[src/rtl/phys_free_list_ctrl_pkg.sv]
// ---------------------------------------------------------------------------
// phys_free_list_ctrl_pkg
//   Core-wide rename parameters shared by the RAT, ROB, decode and the
//   physical-register free list, plus the free-list pointer type.
//   PRF_DEPTH  physical registers
//   ARF_DEPTH  architectural registers (permanently mapped at any time)
//   ID_WIDTH   allocation lanes (decode width)
//   CMT_WIDTH  release lanes (commit width)
// ---------------------------------------------------------------------------
package phys_free_list_ctrl_pkg;

    localparam int PRF_DEPTH = 64;
    localparam int ARF_DEPTH = 32;
    localparam int ID_WIDTH  = 2;
    localparam int CMT_WIDTH = 2;
    localparam int PRF_IDX   = $clog2(PRF_DEPTH);

    // Free-list capacity: every physical register not holding a committed
    // architectural value. Must be a power of two so the pointers wrap cleanly.
    localparam int FL_DEPTH  = PRF_DEPTH - ARF_DEPTH;
    localparam int FL_IDX    = $clog2(FL_DEPTH);

    typedef logic [PRF_IDX-1:0] prf_idx_t;

    // Wrap bit in the MSB, slot index below it. Distance between two pointers
    // is plain modular subtraction, which distinguishes full from empty.
    typedef logic [FL_IDX:0]    fl_ptr_t;

    function automatic logic [FL_IDX-1:0] ptr_slot(input fl_ptr_t p);
        return p[FL_IDX-1:0];
    endfunction

endpackage

[src/rtl/phys_free_list_ctrl_prefix_popcount.sv]
// ---------------------------------------------------------------------------
// phys_free_list_ctrl_prefix_popcount
//   Exclusive prefix population count over a lane-valid vector. Lane i gets
//   the number of set bits strictly below it, which is its compacted slot
//   offset; total is the number of set bits overall.
//   vec     in   [N]        lane valid bits
//   prefix  out  [N][CW]    set bits in vec[i-1:0] (lane 0 always 0)
//   total   out  [CW]       set bits in vec
// ---------------------------------------------------------------------------
module phys_free_list_ctrl_prefix_popcount #(
    parameter int N  = 2,
    parameter int CW = $clog2(N + 1)
) (
    input  logic [N-1:0]         vec,
    output logic [N-1:0][CW-1:0] prefix,
    output logic [CW-1:0]        total
);

    logic [CW-1:0] run;

    // NOTE: every variable written in a combinational block gets a default
    // before any conditional logic, otherwise a latch is inferred.
    always_comb begin
        run    = '0;
        prefix = '0;
        for (int i = 0; i < N; i++) begin
            prefix[i] = run;
            run       = run + CW'(vec[i]);
        end
        total = run;
    end

endmodule

[src/rtl/phys_free_list_ctrl.sv]
// ---------------------------------------------------------------------------
// phys_free_list_ctrl
//   Free list of physical register indices for register renaming. One
//   circular buffer with three pointers:
//     spec_head  next index handed to rename (speculative)
//     ret_head   oldest allocation not yet retired
//     tail       next slot to receive a released index
//   A flush copies ret_head into spec_head, returning every speculative
//   allocation in a single cycle.
//
//   clk          in   1                       clock
//   rst_n        in   1                       synchronous active-low reset
//   alloc_valid  in   [ID_WIDTH]              lane i takes one index this cycle
//   alloc_ready  out  1                       at least ID_WIDTH indices free
//   free_idx     out  [ID_WIDTH][PRF_IDX]     index offered to lane i
//   cmt_valid    in   [CMT_WIDTH]             lane j retired a register write
//   cmt_old_phy  in   [CMT_WIDTH][PRF_IDX]    stale mapping released by lane j
//   flush        in   1                       discard speculative allocations
//   spec_count   out  [PRF_IDX+1]             indices between spec_head and tail
// ---------------------------------------------------------------------------
module phys_free_list_ctrl
    import phys_free_list_ctrl_pkg::*;
(
    input  logic                               clk,
    input  logic                               rst_n,
    input  logic [ID_WIDTH-1:0]                alloc_valid,
    output logic                               alloc_ready,
    output logic [ID_WIDTH-1:0][PRF_IDX-1:0]   free_idx,
    input  logic [CMT_WIDTH-1:0]               cmt_valid,
    input  logic [CMT_WIDTH-1:0][PRF_IDX-1:0]  cmt_old_phy,
    input  logic                               flush,
    output logic [PRF_IDX:0]                   spec_count
);

    localparam int ACW = $clog2(ID_WIDTH + 1);
    localparam int CCW = $clog2(CMT_WIDTH + 1);

    prf_idx_t entries [FL_DEPTH];
    fl_ptr_t  spec_head;
    fl_ptr_t  ret_head;
    fl_ptr_t  tail;

    fl_ptr_t  spec_head_next;
    fl_ptr_t  ret_head_next;
    fl_ptr_t  tail_next;

    fl_ptr_t  spec_used;   // tail - spec_head: indices still offerable
    fl_ptr_t  ret_used;    // tail - ret_head: free plus in-flight indices
    fl_ptr_t  spec_out;    // spec_head - ret_head: allocated, not yet retired
    logic     pop_en;

    logic [ID_WIDTH-1:0][ACW-1:0]  alloc_pfx;
    logic [ACW-1:0]                alloc_total;
    logic [CMT_WIDTH-1:0][CCW-1:0] cmt_pfx;
    logic [CCW-1:0]                cmt_total;

    phys_free_list_ctrl_prefix_popcount #(.N(ID_WIDTH), .CW(ACW)) u_alloc_cnt (
        .vec    (alloc_valid),
        .prefix (alloc_pfx),
        .total  (alloc_total)
    );

    phys_free_list_ctrl_prefix_popcount #(.N(CMT_WIDTH), .CW(CCW)) u_cmt_cnt (
        .vec    (cmt_valid),
        .prefix (cmt_pfx),
        .total  (cmt_total)
    );

    assign spec_used  = tail - spec_head;
    assign ret_used   = tail - ret_head;
    assign spec_out   = spec_head - ret_head;
    assign spec_count = (PRF_IDX + 1)'(spec_used);

    // Ready looks only at state and flush, never at alloc_valid, so rename can
    // use it to form alloc_valid without a combinational loop.
    assign alloc_ready = rst_n && !flush && (spec_used >= fl_ptr_t'(ID_WIDTH));
    assign pop_en      = alloc_ready;

    // Lanes are compacted: each lane reads the slot after those taken by the
    // active lanes below it, so an idle lane does not burn an index.
    always_comb begin
        free_idx = '0;
        if (rst_n) begin
            for (int i = 0; i < ID_WIDTH; i++) begin
                free_idx[i] = entries[ptr_slot(spec_head + fl_ptr_t'(alloc_pfx[i]))];
            end
        end
    end

    // Each retired register write returns one stale index and retires one
    // allocation, so tail and ret_head advance together.
    always_comb begin
        tail_next      = tail + fl_ptr_t'(cmt_total);
        ret_head_next  = ret_head + fl_ptr_t'(cmt_total);
        spec_head_next = spec_head;
        if (flush) begin
            // Commits in the flush cycle are real, so restore to the updated head.
            spec_head_next = ret_head_next;
        end else if (pop_en) begin
            spec_head_next = spec_head + fl_ptr_t'(alloc_total);
        end
    end

    // NOTE: sequential state uses non-blocking assignments so every flop
    // samples pre-edge values regardless of statement order.
    always_ff @(posedge clk) begin
        if (!rst_n) begin
            spec_head <= '0;
            ret_head  <= '0;
            tail      <= fl_ptr_t'(FL_DEPTH);
            // NOTE: the buffer contents are architectural state here (the
            // initial pool of unmapped registers), so the storage is reset
            // rather than left undefined as a plain memory would be.
            for (int k = 0; k < FL_DEPTH; k++) begin
                entries[k] <= prf_idx_t'(ARF_DEPTH + k);
            end
        end else begin
            spec_head <= spec_head_next;
            ret_head  <= ret_head_next;
            tail      <= tail_next;
            // Release slots sit behind ret_head, disjoint from the slots being
            // offered, so a same-cycle pop always reads the pre-edge value.
            for (int j = 0; j < CMT_WIDTH; j++) begin
                if (cmt_valid[j]) begin
                    entries[ptr_slot(tail + fl_ptr_t'(cmt_pfx[j]))] <= cmt_old_phy[j];
                end
            end
        end
    end

    // Rename must not take indices while the list cannot supply them.
    a_alloc_only_when_ready : assert property (
        @(posedge clk) disable iff (!rst_n)
        flush || alloc_ready || (alloc_valid == '0)
    );

    a_never_overfull : assert property (
        @(posedge clk) disable iff (!rst_n)
        ret_used <= fl_ptr_t'(FL_DEPTH)
    );

    a_spec_head_in_range : assert property (
        @(posedge clk) disable iff (!rst_n)
        spec_out <= ret_used
    );

    // A release needs a matching outstanding allocation, otherwise the
    // list would hold more indices than its capacity.
    a_push_within_capacity : assert property (
        @(posedge clk) disable iff (!rst_n)
        fl_ptr_t'(cmt_total) <= spec_out
    );

    for (genvar j = 0; j < CMT_WIDTH; j++) begin : g_old_phy_chk
        // p0 is the hard-wired zero register and is never renamed.
        a_old_phy_nonzero : assert property (
            @(posedge clk) disable iff (!rst_n)
            cmt_valid[j] |-> (cmt_old_phy[j] != '0)
        );
    end

endmodule
[config.mk]
export PLATFORM = sky130hd
export DESIGN_NAME = phys_free_list_ctrl
export DESIGN_NICKNAME = d
export VERILOG_FILES = /design/src/rtl/phys_free_list_ctrl_pkg.sv /design/src/rtl/phys_free_list_ctrl_prefix_popcount.sv /design/src/rtl/phys_free_list_ctrl.sv
export SDC_FILE = /design/constraint.sdc
export NUM_CORES = 1
export LEC_CHECK = 0
export CAP_MARGIN = 40
export CORE_MARGIN = 1.5
export CORE_UTILIZATION = 40
export DETAILED_ROUTE_END_ITERATION = 8
export PLACE_DENSITY_LB_ADDON = 0.05
export SLEW_MARGIN = 20
export SYNTH_ARGS = -nofsm -noshare
export SYNTH_HDL_FRONTEND = slang
export SYNTH_SLANG_ARGS = --single-unit
[constraint.sdc]
create_clock -name clk -period 6.48 [get_ports clk]
set_input_delay 1.944 -clock clk [delete_from_list [all_inputs] [get_ports clk]]
set_output_delay 1.944 -clock clk [all_outputs]
set_load 0.02 [all_outputs]
==> results.cfg, run 1 <==
[status]
status = finished clean

[worst_setup_path]
max_stage_delay_ns = 0.62
crit_family = multiplexers
critical_path_class = input pin to primary output
critPathRequiredTime_ns = 4.54
r2r_cells = 6
critPathMaxFanout = 10
cp.arrival_ns = 4.35
end_kind = primary output
cp_num_buf_inv = 4
rrSetupSlack_ns = 3.30
crit_chain = buf_2 > ha_4 > buf_4 > buf_12 > mux4_4 > mux4_2 > mux2i_2 > nor2b_1 > clkdlybuf4s15_2
r2r_start = tail[0]
worst_path_max_delay_cell = mux4_4
start_kind = input pin
timing.rr.end = entries[22][0]
startpoint = alloc_valid[0]

[sta]
max_freq_mhz = 158.8
hold_slack_ns = 0.5433
setup_viol = 0
slew-limit-headroom = 0.3851
fin_crit_ns = 6.297
worst_slew_pin_slew_ns = 0.9173
fin_skew_ns = 0.009657
hold_violations = 0
slew_violations = 0
min_period_over_period = 0.9718
grt_setup_unrepaired = no

[synthesis]
synth_warnings = 0
synthesis.nets = 1224
synth_top_area_cell = edfxtp_1
synth_area_leaders = edfxtp_1, mux4_2, mux4_1
postSynthAreaPerCell_um2 = 11.58
synth_cell_types = 62
synth.top_cells.by_count = edfxtp_1, nor2_1, nand2_1
synth_top_area_share = 0.4198
yosysSeqAreaShare = 0.4534
netlist_area_um2 = 13730
synth_edf_count = 192
syn_inst = 1186
synthFlopType = edfxtp_1
ys_seq_elements = 215
synthArstFlopShare = 0
yosysMostFrequentCell = edfxtp_1

[min_path]
holdCritStartpoint = spec_head[5]
min_path_type = flip-flop to flip-flop
hold_depth = 2
whs_endpoint = spec_head[5]

[floorplan]
rows = 67
fp.dieArea_um2 = 35450
die_height_um = 188.3
die_w_um = 188.3
core_um2 = 33700
ios = 39
start_util = 0.4075

[finish]
antenna_cells = 0
drive_gt1_frac = 0.2058
synthToLayoutAreaGrowth_pct = 16.06
nets = 1253
stdcell_area_um2 = 15940

[global_route]
grt-ovfl-total = 0
antenna_found_initial = 0
grtUsageTotal = 0.2977
grt_pass1_wl_mm = 74.46
grt_pass1_vias = 9986
grt_max_degree = 36

[power_and_ir_drop]
finalPower_w = 0.004444
ir_drop_mv = 0.1932
leakagePower_nw = 4.937
powerDensity_nw_per_um2 = 278.8

[clock_tree]
hold_buffers = 0
cts_tree = done
numCtsBuffers = 26
clk_pin_slew_ns = 0.06
cts_max_level = 1
cts_sinks = 215
clockBufferDepth = 3
root_buffer = clkbuf_16
clock_latency_ns = 0.55

[placed_design]
dpl.hpwl_mm = 36.68
place_area_um2 = 14740
numPortBuffers = 37
gp_congestion = 0.9263

[detailed_routing]
vias = 10720
final_antenna_net_count = 0
drc_errors = 0
drtIter0Drc = 1599
first_pass_iters = 6
vias_per_cell = 6.372
wl_per_cell_um = 31.40
totalWireLength_mm = 52.82

[job]
drv_cap = 0
[final cells by class]
cell class,instances,area [µm²]
clock buffers,32,768.2
clock inverters,15,232.7
fillers,3087,17760
inverters,32,120.1
multi-input cells,830,6922
flip-flops and latches,215,6231
well taps,448,560.5
repair buffers,110,1105
[worst min-delay path: stages (launching register included)]
cell       delay [ns]
dfxtp_1          0.32
o2111ai_1        0.09
nand3_1          0.07
[stage by stage]
step | setup WS [ns] | TNS [ns] | cells | util
2_1_floorplan | 0.5616 | 0 | 1186 | -
3_3_place_gp | -0.5643 | -3.312 | 1622 | 0.4364
3_5_place_dp | -0.5790 | -3.314 | 1625 | 0.4375
4_1_cts | 0.06799 | 0 | 1680 | 0.4729
5_1_grt | 0.1123 | 0 | 1682 | 0.4730
6_report | 0.1828 | 0 | 1682 | 0.4730
[layer usage]
layer  wire, µm  share of wire  GRT usage
met1      21120           0.40     0.4089
met2      23850           0.45     0.4597
met3       6092           0.12    0.08270
met4       1761          0.033    0.09096
met5          0              0          0
[timing repair]
action                     4_1_cts  5_1_grt
resized for setup               31        3
pin swaps                        1        1
setup endpoints to repair        6        2
buffers inserted                 5        1
gates cloned                     3        0
[cells in the final DEF (no fill, tap or decap), drive strengths merged, types with 15 or more instances in the layout]
cell / synthesis / final
edfxtp: 192 / 192
nand3: 60 / 60
clkbuf: 57 / 32
dfxtp: 23 / 23
nand3b: 18 / 18
clkdlybuf4s50: 0 / 28
a31oi: 29 / 29
mux4: 120 / 120
o31ai: 39 / 39
nor2: 104 / 104
nor3: 75 / 75
clkinv: 8 / 16
buf: 49 / 74
mux2i: 19 / 19
inv: 24 / 25
ha: 15 / 15
nor2b: 17 / 17
nand2: 99 / 99
o21ai: 49 / 49
a21oi: 94 / 94
[flip-flops by register name (all words and copies together), names as in the netlist, named ones only]
signal,flops
ret_head,6
spec_head,6
entries,192
tail,6
[cell families after synthesis]
family / share of synthesized area
multiplexers: 0.2187
adder cells (fa/ha/maj): 0.01950
other: 0.0002731
AO/OA/AOI/OAI: 0.1025
AND/OR/NAND/NOR: 0.1480
XOR/XNOR: 0.01002
flip-flops: 0.4534
buffers and inverters: 0.04774
[how the worst max path moves through the flow]
stage                   endpoint  slack [ns]  depth (start not counted)
global placement     free_idx[7]       -0.56                          8
detailed placement   free_idx[8]       -0.58                          8
CTS                  free_idx[6]        0.07                          9
global route        free_idx[11]        0.11                         10
finish               free_idx[8]        0.18                          9
floorplan           free_idx[10]        0.56                          8
[power by group]
| part | internal [W] | switching, W |
|---|---|---|
| clock network | 0.00108 | 0.000637 |
| registers | 0.00156 | 0.0000836 |
| logic | 0.000540 | 0.000548 |
(Power assumes the default switching activity.)
==> run 2, diff against run 1 <==
- CAP_MARGIN: 40 -> 5
- CTS_BUF_LIST: not set -> sky130_fd_sc_hd__clkbuf_4 sky130_fd_sc_hd__clkbuf_8 sky130_fd_sc_hd__clkbuf_16
==> run 2 against run 1 <==
Wire length fell by 0.64%; first-iteration DRC count fell by 4.0%; critical path type unchanged; largest cell class unchanged; via count grew 0.33%; non-clock buffer count fell by 8; critical endpoint is now free_idx[10].
==> results.cfg, run 2 (synthesis results as in run 1) <==
[status]
status = finished clean

[placed_design]
dpl.hpwl_mm = 36.70
place_area_um2 = 14710
numPortBuffers = 37
gp_congestion = 0.9263

[global_route]
grt_pass1_wl_mm = 74.40
grtUsageTotal = 0.2962
grt_pass1_vias = 9903
grt_max_degree = 36
antenna_found_initial = 1
grt-ovfl-total = 0

[clock_tree]
cts_max_level = 1
numCtsBuffers = 26
clock_latency_ns = 0.55
hold_buffers = 0
clockBufferDepth = 3
root_buffer = clkbuf_16
clk_pin_slew_ns = 0.06
cts_sinks = 215
cts_tree = done

[floorplan]
core_um2 = 33700
die_height_um = 188.3
start_util = 0.4075
rows = 67
fp.dieArea_um2 = 35450
ios = 39
die_w_um = 188.3

[sta]
hold_slack_ns = 0.5433
worst_slew_pin_slew_ns = 1.111
fin_tns_setup_ns = 0
min_period_over_period = 0.9747
fin_skew_ns = 0.005096
hold_violations = 0
slew_violations = 0
setup_viol = 0
max_freq_mhz = 158.3
fin_crit_ns = 6.316
slew-limit-headroom = 0.2573
grt_setup_unrepaired = no

[job]
drv_cap = 0

[power_and_ir_drop]
powerDensity_nw_per_um2 = 264.0
leakagePower_nw = 4.773
ir_drop_mv = 0.1886

[finish]
layout_common_cells = edfxtp_1, nor2_1, nand2_1
drive_gt1_frac = 0.1964
fin_util = 0.4643
largest_reg_flops = 192
layout_commonest_cell = edfxtp_1
stdcell_area_um2 = 15650
synthToLayoutAreaGrowth_pct = 13.94
n_fill_cell = 3147
nets = 1245
top_register = entries

[worst_setup_path]
cp.arrival_ns = 4.37
crit_chain = clkbuf_2 > ha_4 > buf_4 > buf_12 > mux4_1 > mux4_2 > mux2i_2 > nor2b_1 > clkdlybuf4s15_2
start_kind = input pin
end_kind = primary output
crit_family = multiplexers
cp_num_buf_inv = 4
critPathRequiredTime_ns = 4.54
critical_path_class = input pin to primary output
critPathMaxFanout = 7
max_stage_delay_ns = 0.55
worst_path_max_delay_cell = mux4_1

[detailed_routing]
drc_errors = 0
vias = 10750
first_pass_iters = 5
drtIter0Drc = 1535
vias_per_cell = 6.415
final_antenna_net_count = 0
totalWireLength_mm = 52.48
wl_per_cell_um = 31.31

[min_path]
min_path_type = flip-flop to flip-flop
## run 2: worst paths after layout
kind                        from  slack [ns]             end  depth (start not counted)
setup / recovery  alloc_valid[0]        0.16    free_idx[10]                          9
setup reg to reg         tail[0]        3.23  entries[23][0]                          6
hold reg to reg     spec_head[5]        0.54    spec_head[5]                          2
hold / removal      spec_head[5]        0.54    spec_head[5]                          2
## run 2: routing by layer
layer,part of all wire,GRT usage
met1,0.41,0.4137
met2,0.45,0.4527
met5,0,0.009615
met4,0.036,0.09432
met3,0.11,0.07450
## run 2: cell type report
class / instances / area [µm²] / area share
multi-input combinational: 830 / 6908 / 0.4415
antenna: 1 / 2.502 / 0.0001599
inverter: 32 / 120.1 / 0.007676
sequential: 215 / 6231 / 0.3982
tap: 448 / 560.5 / 0.03582
clock inverter: 20 / 161.4 / 0.01032
timing repair buffer: 102 / 998.5 / 0.06381
clock buffer: 28 / 665.6 / 0.04254
## run 2: through the flow
stage / power (W) / cells / setup WS, ns
finish: 0.004130 / 1676 / 0.1642
global route: 0.004245 / 1676 / 0.1126
CTS: 0.004138 / 1675 / 0.007077
detailed placement: 0.002671 / 1622 / -0.5704
global placement: 0.002661 / 1622 / -0.5643
floorplan: 0.002297 / 1186 / 0.5616
## run 2: tightest hold or removal path, cell delays in order (launching register included)
cell       delay (ns)
dfxtp_1          0.33
o2111ai_1        0.10
nand3_1          0.07
## run 2: report_power, final
group / leakage (nW) / internal, W / switching [W]
combinational: 2.58 / 0.000508 / 0.000530
sequential: 1.79 / 0.00156 / 0.0000877
clock: 0.399 / 0.000821 / 0.000626
total: 4.77 / 0.00289 / 0.00124
## run 2: timing repair
| action | 4_1_cts | 5_1_grt |
|---|---|---|
| gates resized for setup | 28 | 2 |
| pin swaps | 1 | 1 |
| setup buffers | 4 | 0 |
| setup endpoints to repair | 6 | 6 |
| gates cloned | 1 | 0 |
| endpoints found under the hold margin | 0 | 0 |
